File: src/rtl/alu_pkg.sv
// -----------------------------------------------------------------------------
// alu_pkg
// Definitions shared by the ALU result collector and its FIFO.
//   SRC_W      : width of the source tag attached to every queued result
//   src_e      : source tag values (arith, logic, cmp, shift)
//   NUM_UNITS  : number of execution units feeding the collector
//   multi_hot  : true when two or more bits of a flag vector are set
// -----------------------------------------------------------------------------
package alu_pkg;

  localparam int SRC_W     = 2;
  localparam int NUM_UNITS = 4;

  typedef enum logic [SRC_W-1:0] {
    SRC_ARITH = 2'd0,
    SRC_LOGIC = 2'd1,
    SRC_CMP   = 2'd2,
    SRC_SHIFT = 2'd3
  } src_e;

  // Clearing the lowest set bit leaves something behind only if more than
  // one bit was set.
  function automatic logic multi_hot(input logic [NUM_UNITS-1:0] f);
    logic [NUM_UNITS-1:0] low_cleared;
    low_cleared = f & (f - 1'b1);
    return (low_cleared != '0);
  endfunction

endpackage

File: src/rtl/sync_fifo.sv
// -----------------------------------------------------------------------------
// sync_fifo
// Show-ahead synchronous FIFO with a registered head output.
//   clk_i    : clock, rising edge
//   rst_ni   : asynchronous active-low reset (pointers, count, head, valid)
//   push_i   : write request; ignored when full unless a pop happens too
//   wdata_i  : write data
//   pop_i    : read request; only honoured while valid_o is high
//   rdata_o  : head entry (holds last value while empty)
//   valid_o  : FIFO non-empty, registered
//   full_o   : count_o == DEPTH
//   empty_o  : count_o == 0
//   count_o  : occupancy, $clog2(DEPTH)+1 bits
// -----------------------------------------------------------------------------
module sync_fifo #(
  parameter int WIDTH = 18,
  parameter int DEPTH = 4
) (
  input  logic                     clk_i,
  input  logic                     rst_ni,
  input  logic                     push_i,
  input  logic [WIDTH-1:0]         wdata_i,
  input  logic                     pop_i,
  output logic [WIDTH-1:0]         rdata_o,
  output logic                     valid_o,
  output logic                     full_o,
  output logic                     empty_o,
  output logic [$clog2(DEPTH):0]   count_o
);

  localparam int AW = $clog2(DEPTH);
  localparam int CW = AW + 1;

  logic [WIDTH-1:0] mem_q [DEPTH];

  logic [AW-1:0]    wr_ptr_q, wr_ptr_d;
  logic [AW-1:0]    rd_ptr_q, rd_ptr_d;
  logic [CW-1:0]    count_q, count_d;
  logic [CW-1:0]    count_after_pop;
  logic [WIDTH-1:0] head_q, head_d;
  logic             valid_q, valid_d;

  logic full;
  logic pop_fire;
  logic push_fire;

  assign full      = (count_q == CW'(DEPTH));
  assign pop_fire  = pop_i & valid_q;
  // A pop on the same edge frees the slot, so a full FIFO still accepts.
  assign push_fire = push_i & (~full | pop_fire);

  always_comb begin
    wr_ptr_d        = push_fire ? wr_ptr_q + 1'b1 : wr_ptr_q;
    rd_ptr_d        = pop_fire  ? rd_ptr_q + 1'b1 : rd_ptr_q;
    count_after_pop = count_q - {{(CW-1){1'b0}}, pop_fire};
    count_d         = count_after_pop + {{(CW-1){1'b0}}, push_fire};
    valid_d         = (count_d != '0);

    // The head register is loaded with whatever entry will sit at the
    // read pointer after this edge. If nothing older survives the pop,
    // that entry is the one being written right now, so bypass storage.
    head_d = head_q;
    if (count_d != '0) begin
      if (count_after_pop == '0) begin
        head_d = wdata_i;
      end else begin
        head_d = mem_q[rd_ptr_d];
      end
    end
  end

  // Storage carries no reset; its contents are meaningless until written.
  always_ff @(posedge clk_i) begin
    if (push_fire) begin
      mem_q[wr_ptr_q] <= wdata_i;
    end
  end

  always_ff @(posedge clk_i or negedge rst_ni) begin
    if (!rst_ni) begin
      wr_ptr_q <= '0;
      rd_ptr_q <= '0;
      count_q  <= '0;
      head_q   <= '0;
      valid_q  <= 1'b0;
    end else begin
      wr_ptr_q <= wr_ptr_d;
      rd_ptr_q <= rd_ptr_d;
      count_q  <= count_d;
      head_q   <= head_d;
      valid_q  <= valid_d;
    end
  end

  assign rdata_o = head_q;
  assign valid_o = valid_q;
  assign full_o  = full;
  assign empty_o = ~valid_q;
  assign count_o = count_q;

endmodule

File: src/rtl/alu_result_buffer.sv
// -----------------------------------------------------------------------------
// alu_result_buffer
// Collects results from the four ALU execution units, tags each with its
// source, queues it in a show-ahead FIFO and presents it on a valid/ready
// port. Collisions and overflows are recorded as sticky error bits.
//   CLK, RST            : clock (rising edge) and async active-low reset
//   <UNIT>_OUT/_Flag    : unit result and its valid strobe
//                         (ARITH, LOGIC, CMP, SHIFT; priority in that order)
//   ERR_CLR             : clear both sticky error bits (a new event wins)
//   OUT_READY           : consumer accepts the head entry this cycle
//   OUT_DATA, OUT_SRC   : head entry result and source tag
//   OUT_VALID           : FIFO non-empty
//   COUNT               : FIFO occupancy
//   OVF_ERR             : a result was dropped because the FIFO was full
//   COL_ERR             : several unit flags were high in one cycle
// -----------------------------------------------------------------------------
module alu_result_buffer
  import alu_pkg::*;
#(
  parameter int WIDTH = 16,
  parameter int DEPTH = 4
) (
  input  logic                   CLK,
  input  logic                   RST,
  input  logic [WIDTH-1:0]       ARITH_OUT,
  input  logic                   ARITH_Flag,
  input  logic [WIDTH-1:0]       LOGIC_OUT,
  input  logic                   LOGIC_Flag,
  input  logic [WIDTH-1:0]       CMP_OUT,
  input  logic                   CMP_Flag,
  input  logic [WIDTH-1:0]       SHIFT_OUT,
  input  logic                   SHIFT_Flag,
  input  logic                   ERR_CLR,
  input  logic                   OUT_READY,
  output logic [WIDTH-1:0]       OUT_DATA,
  output logic [1:0]             OUT_SRC,
  output logic                   OUT_VALID,
  output logic [$clog2(DEPTH):0] COUNT,
  output logic                   OVF_ERR,
  output logic                   COL_ERR
);

  localparam int EW = WIDTH + SRC_W;

  logic [NUM_UNITS-1:0] flags;
  logic                 push_req;
  logic                 col_event;
  logic                 ovf_event;
  src_e                 sel_src;
  logic [WIDTH-1:0]     sel_data;

  logic [EW-1:0]        fifo_wdata;
  logic [EW-1:0]        fifo_rdata;
  logic                 fifo_valid;
  logic                 fifo_full;
  logic                 fifo_empty;
  logic [$clog2(DEPTH):0] fifo_count;

  logic ovf_q, ovf_d;
  logic col_q, col_d;

  assign flags     = {SHIFT_Flag, CMP_Flag, LOGIC_Flag, ARITH_Flag};
  assign push_req  = |flags;
  assign col_event = multi_hot(flags);

  // Fixed priority: lower-numbered units win; the losers are discarded.
  always_comb begin
    sel_src  = SRC_SHIFT;
    sel_data = SHIFT_OUT;
    if (ARITH_Flag) begin
      sel_src  = SRC_ARITH;
      sel_data = ARITH_OUT;
    end else if (LOGIC_Flag) begin
      sel_src  = SRC_LOGIC;
      sel_data = LOGIC_OUT;
    end else if (CMP_Flag) begin
      sel_src  = SRC_CMP;
      sel_data = CMP_OUT;
    end
  end

  assign fifo_wdata = {sel_src, sel_data};

  // Only a push into a full FIFO with no simultaneous pop loses data.
  assign ovf_event = push_req & fifo_full & ~(OUT_READY & ~fifo_empty);

  sync_fifo #(
    .WIDTH (EW),
    .DEPTH (DEPTH)
  ) u_fifo (
    .clk_i   (CLK),
    .rst_ni  (RST),
    .push_i  (push_req),
    .wdata_i (fifo_wdata),
    .pop_i   (OUT_READY),
    .rdata_o (fifo_rdata),
    .valid_o (fifo_valid),
    .full_o  (fifo_full),
    .empty_o (fifo_empty),
    .count_o (fifo_count)
  );

  // Clear first, then OR in new events so a same-edge event survives.
  always_comb begin
    ovf_d = (ovf_q & ~ERR_CLR) | ovf_event;
    col_d = (col_q & ~ERR_CLR) | col_event;
  end

  always_ff @(posedge CLK or negedge RST) begin
    if (!RST) begin
      ovf_q <= 1'b0;
      col_q <= 1'b0;
    end else begin
      ovf_q <= ovf_d;
      col_q <= col_d;
    end
  end

  assign OUT_DATA  = fifo_rdata[WIDTH-1:0];
  assign OUT_SRC   = fifo_rdata[EW-1:WIDTH];
  assign OUT_VALID = fifo_valid;
  assign COUNT     = fifo_count;
  assign OVF_ERR   = ovf_q;
  assign COL_ERR   = col_q;

endmodule
File: config.mk
export PLATFORM = sky130hd
export DESIGN_NAME = alu_result_buffer
export DESIGN_NICKNAME = d
export VERILOG_FILES = /design/src/rtl/alu_pkg.sv /design/src/rtl/sync_fifo.sv /design/src/rtl/alu_result_buffer.sv
export SDC_FILE = /design/constraint.sdc
export NUM_CORES = 1
export LEC_CHECK = 0
export ABC_AREA = 0
export CAP_MARGIN = 10
export CORE_ASPECT_RATIO = 1.25
export CORE_MARGIN = 2
export CORE_UTILIZATION = 48
export DETAILED_ROUTE_END_ITERATION = 12
export PLACE_DENSITY_LB_ADDON = 0.12
export REMOVE_ABC_BUFFERS = 1
export SYNTH_ARGS = -nofsm -noshare
export SYNTH_HDL_FRONTEND = slang
export SYNTH_SLANG_ARGS = --single-unit
File: constraint.sdc
create_clock -name CLK -period 2.9 [get_ports CLK]
set_input_delay 0.58 -clock CLK [delete_from_list [all_inputs] [get_ports CLK]]
set_output_delay 0.58 -clock CLK [all_outputs]
set_load 0.1 [all_outputs]
==> results.yml <==
detailed_routing:
  antenna_left: 0
  via_count: 3670
  dr.pass1.iters: 8
  wl_met2_um: 6980
  wl_met1_um: 5470
  wl_per_cell_um: 20.9
  top_layer_used: "met4"
  drc: 0
  drtIter0Drc: 279
  routed_wl_um: 13300
  routed_via_density: 5.76
  wl_met3_um: 509
clock_network:
  cts_hold_buf: 0
  clock_latency_ns: 0.35
  clkSlewWorstSetupHoldPaths_ns: 0.07
  htreeDepth: 3
  ctsLongestPathBuffers: 2
  tritoncts: "done"
  ctsResizeCount: 0
  root_buffer: "clkbuf_16"
  cts_setup_buffers: 0
  numCtsBuffers: 9
  cts.sinks: 100
floorplanning:
  rows: 42
  coreArea_um2: 10500
  dieArea_um2: 11600
  boundaryPins: 96
  initial_utilization_pct: 49.1
  die_h_um: 120
  die_w_um: 96.7
place:
  gp_congestion: 0.765
  dp_slack_ns: -0.273
  portBuffers: 95
  place_hpwl_um: 9460
  place_area_um2: 6450
sta:
  skew_ns: 0.0108
  hold_viol: 0
  finalSetupViolations: 0
  finalCritPeriodShare_pct: 92.0
  hold-worst-slack_ns: 0.522
  rsz0062_at_grt: "false"
  drv_slew: 0
  max-slew-margin-rel_pct: 32.4
  finalWorstSetupSlack_ns: 0.232
  period_needed_ns: 2.67
  fmax_mhz: 375
  worst_pin_slew_ns: 1.01
run_status:
  outcome: "complete, no violations"
job:
  drv_cap: 0
finish:
  fin_util_pct: 64.2
  syn2layout_area_growth_pct: 30.8
  layout-drive-gt1-share_pct: 25.0
  final_area_um2: 6750
  antennaDiodeCount: 0
  nNetsFinal: 580
synth:
  synth_cells: 371
  yosys_warnings: 0
  yosysUniqueCellTypes: 38
  yosysSeqAreaShare_pct: 55.5
  synth.cell_area_um2: 5160
  syn_area_per_cell_um2: 13.9
  ys_ff_latch: 100
power_and_ir_drop:
  leakage_nw: 2.67
  max-vdd-ir-drop_mv: 0.609
  p_sw_share_pct: 45.4
  p_comb_share_pct: 55.4
  p_switching_mw: 3.73
  seq_power_share_pct: 31.2
  clkPwrFrac_pct: 13.5
  pwr_density_cell_nw_per_um2: 1210
  p_int_mw: 4.47
worst_setup_path:
  critical-path-top-delay-family: "buffers and inverters"
  reg2reg_slack_ns: 0.47
  slowest_delay_ns: 0.41
  crit_required_ns: 3.11
  cp-end-kind: "flop"
  arrival_ns: 2.88
  cp_common_cell: "ha_1"
  worst_setup_path_start_kind: "input port"
  worst-path-buf-inv: 5
  timing.rr.start: "u_fifo.valid_o"
  cpMaxStageDelayCell: "clkdlybuf4s50_1"
  criticalPathCategory: "in2reg"
  ff2ff_path_depth: 12
  worstPathMaxFanout: 20
  r2r-end: "u_fifo.rdata_o[13]"
  crit_chain: "clkdlybuf4s50_1 -> nand2_2 -> inv_1 -> ha_1 -> ha_1 -> inv_1 -> ha_1 -> or2_4 -> nor2_4 -> inv_6 -> nand2_2 -> buf_4 -> o21ai_0"
global_routing:
  grt_pass1_wl_um: 20900
  overflow: 0
  antenna_found_initial: 0
  grt_max_degree: 25
  grt_util_all_layers_pct: 23.7
  grt_pass1_vias: 3904
hold_path:
  whs_path_depth: 2
  min_from: "u_fifo.rdata_o[17]"
  hold_class: "reg2reg"
  min_to: "u_fifo.rdata_o[17]"
-- cells in the final DEF, fill, tap and decap left out, types with 9 or more instances in the layout --
cell	instances
a21oi_1	9
a222oi_1	16
a31oi_1	17
buf_4	71
clkbuf_16	9
clkdlybuf4s50_1	71
dfrtp_1	27
edfxtp_1	72
inv_1	42
mux2i_1	35
mux4_2	31
nand2_1	13
nor3b_1	15
o21ai_0	10
-- routing by layer --
metal	GRT usage [%]	vias up
met2	41.7	131
met3	2.50	22
met5	0	-
met1	29.8	1824
met4	10.0	0
li1	-	1693
-- per-stage QoR --
step	TNS (ns)	cells	total power, mW
global route	0	637	8.66
finish	0	637	8.20
detailed placement	-4.16	621	7.11
global placement	-2.97	621	6.99
floorplan	-33.88	346	5.56
CTS	0	637	8.21
-- worst min-delay path, stage by stage, from the launching register on --
cell and delay [ns]:
dfrtp_1 0.36, nand2_1 0.07, o31ai_1 0.06
-- power groups by stage --
stage               clock network (mW)  logic [mW]  registers [mW]
floorplan                            0        1.85            3.71
global placement                     0        4.44            2.55
detailed placement                   0        4.52            2.59
CTS                               1.11        4.54            2.56
global route                      1.17        4.87            2.62
finish                            1.10        4.54            2.56
-- worst max-delay path by stage --
stage                              start  slack (ns)                  to  cells past startpoint
after CTS                     ARITH_Flag        0.06  u_fifo.rdata_o[13]                     11
after detailed placement      ARITH_Flag       -0.27  u_fifo.rdata_o[13]                     11
final                          OUT_READY        0.23  u_fifo.rdata_o[13]                     13
after global routing           OUT_READY        0.02  u_fifo.rdata_o[13]                     13
after floorplan           u_fifo.valid_o       -1.22   u_fifo.rdata_o[0]                     11
after global placement        ARITH_Flag       -0.19  u_fifo.rdata_o[14]                     11
-- synth_stat cells (all sizes together) --
cell type  instances  area [µm²]
xor3               1        25.0
a31oi             17         106
nor3b             15         113
nand3              1        5.00
mux2i             35         350
inv               43         161
o22ai              2        12.5
a222oi            16         160
edfxtp            72        2160
dfrtp             28         701
nor4b              2        17.5
nor3               1        5.00
buf               19         111
nor4               3        18.8
nor2               5        26.3
o21ai             18        90.1
nand2             15        58.8
xnor2              3        26.3
or2                2        12.5
ha                 8         100
xor2               1        8.76
and2               4        25.0
nor2b              1        6.26
mux4              31         698
a21oi              9        45.0
nand2b             8        50.1
o31ai              3        22.5
clkbuf             6        23.8
maj3               1        10.0
or3                1        6.26
-- flip-flops by register name, summed over array words and instances, names as in the netlist --
register	flops
COL_ERR	1
OVF_ERR	1
u_fifo.count_o	3
u_fifo.rdata_o	18
u_fifo.wr_ptr_q	2
u_fifo.valid_o	1
u_fifo.rd_ptr_q	2
u_fifo.mem_q	72
-- area by class of cell --
type	instances	area, µm²
multi-input cells	203	2020
clock buffers	10	229
inverters	43	166
flip-flops and latches	100	2860
well taps	132	165
clock inverters	6	41.3
fillers	814	3760
repair buffers	143	1260
-- kinds of logic after synthesis --
family | share of synthesized area [%]
flip-flops | 55.5
buffers and inverters | 5.75
multiplexers | 20.3
AO/OA/AOI/OAI | 8.46
AND/OR/NAND/NOR | 6.67
adder cells (fa/ha/maj) | 2.13
XOR/XNOR | 1.16
Note: power is estimated with default switching activity, not from simulation.
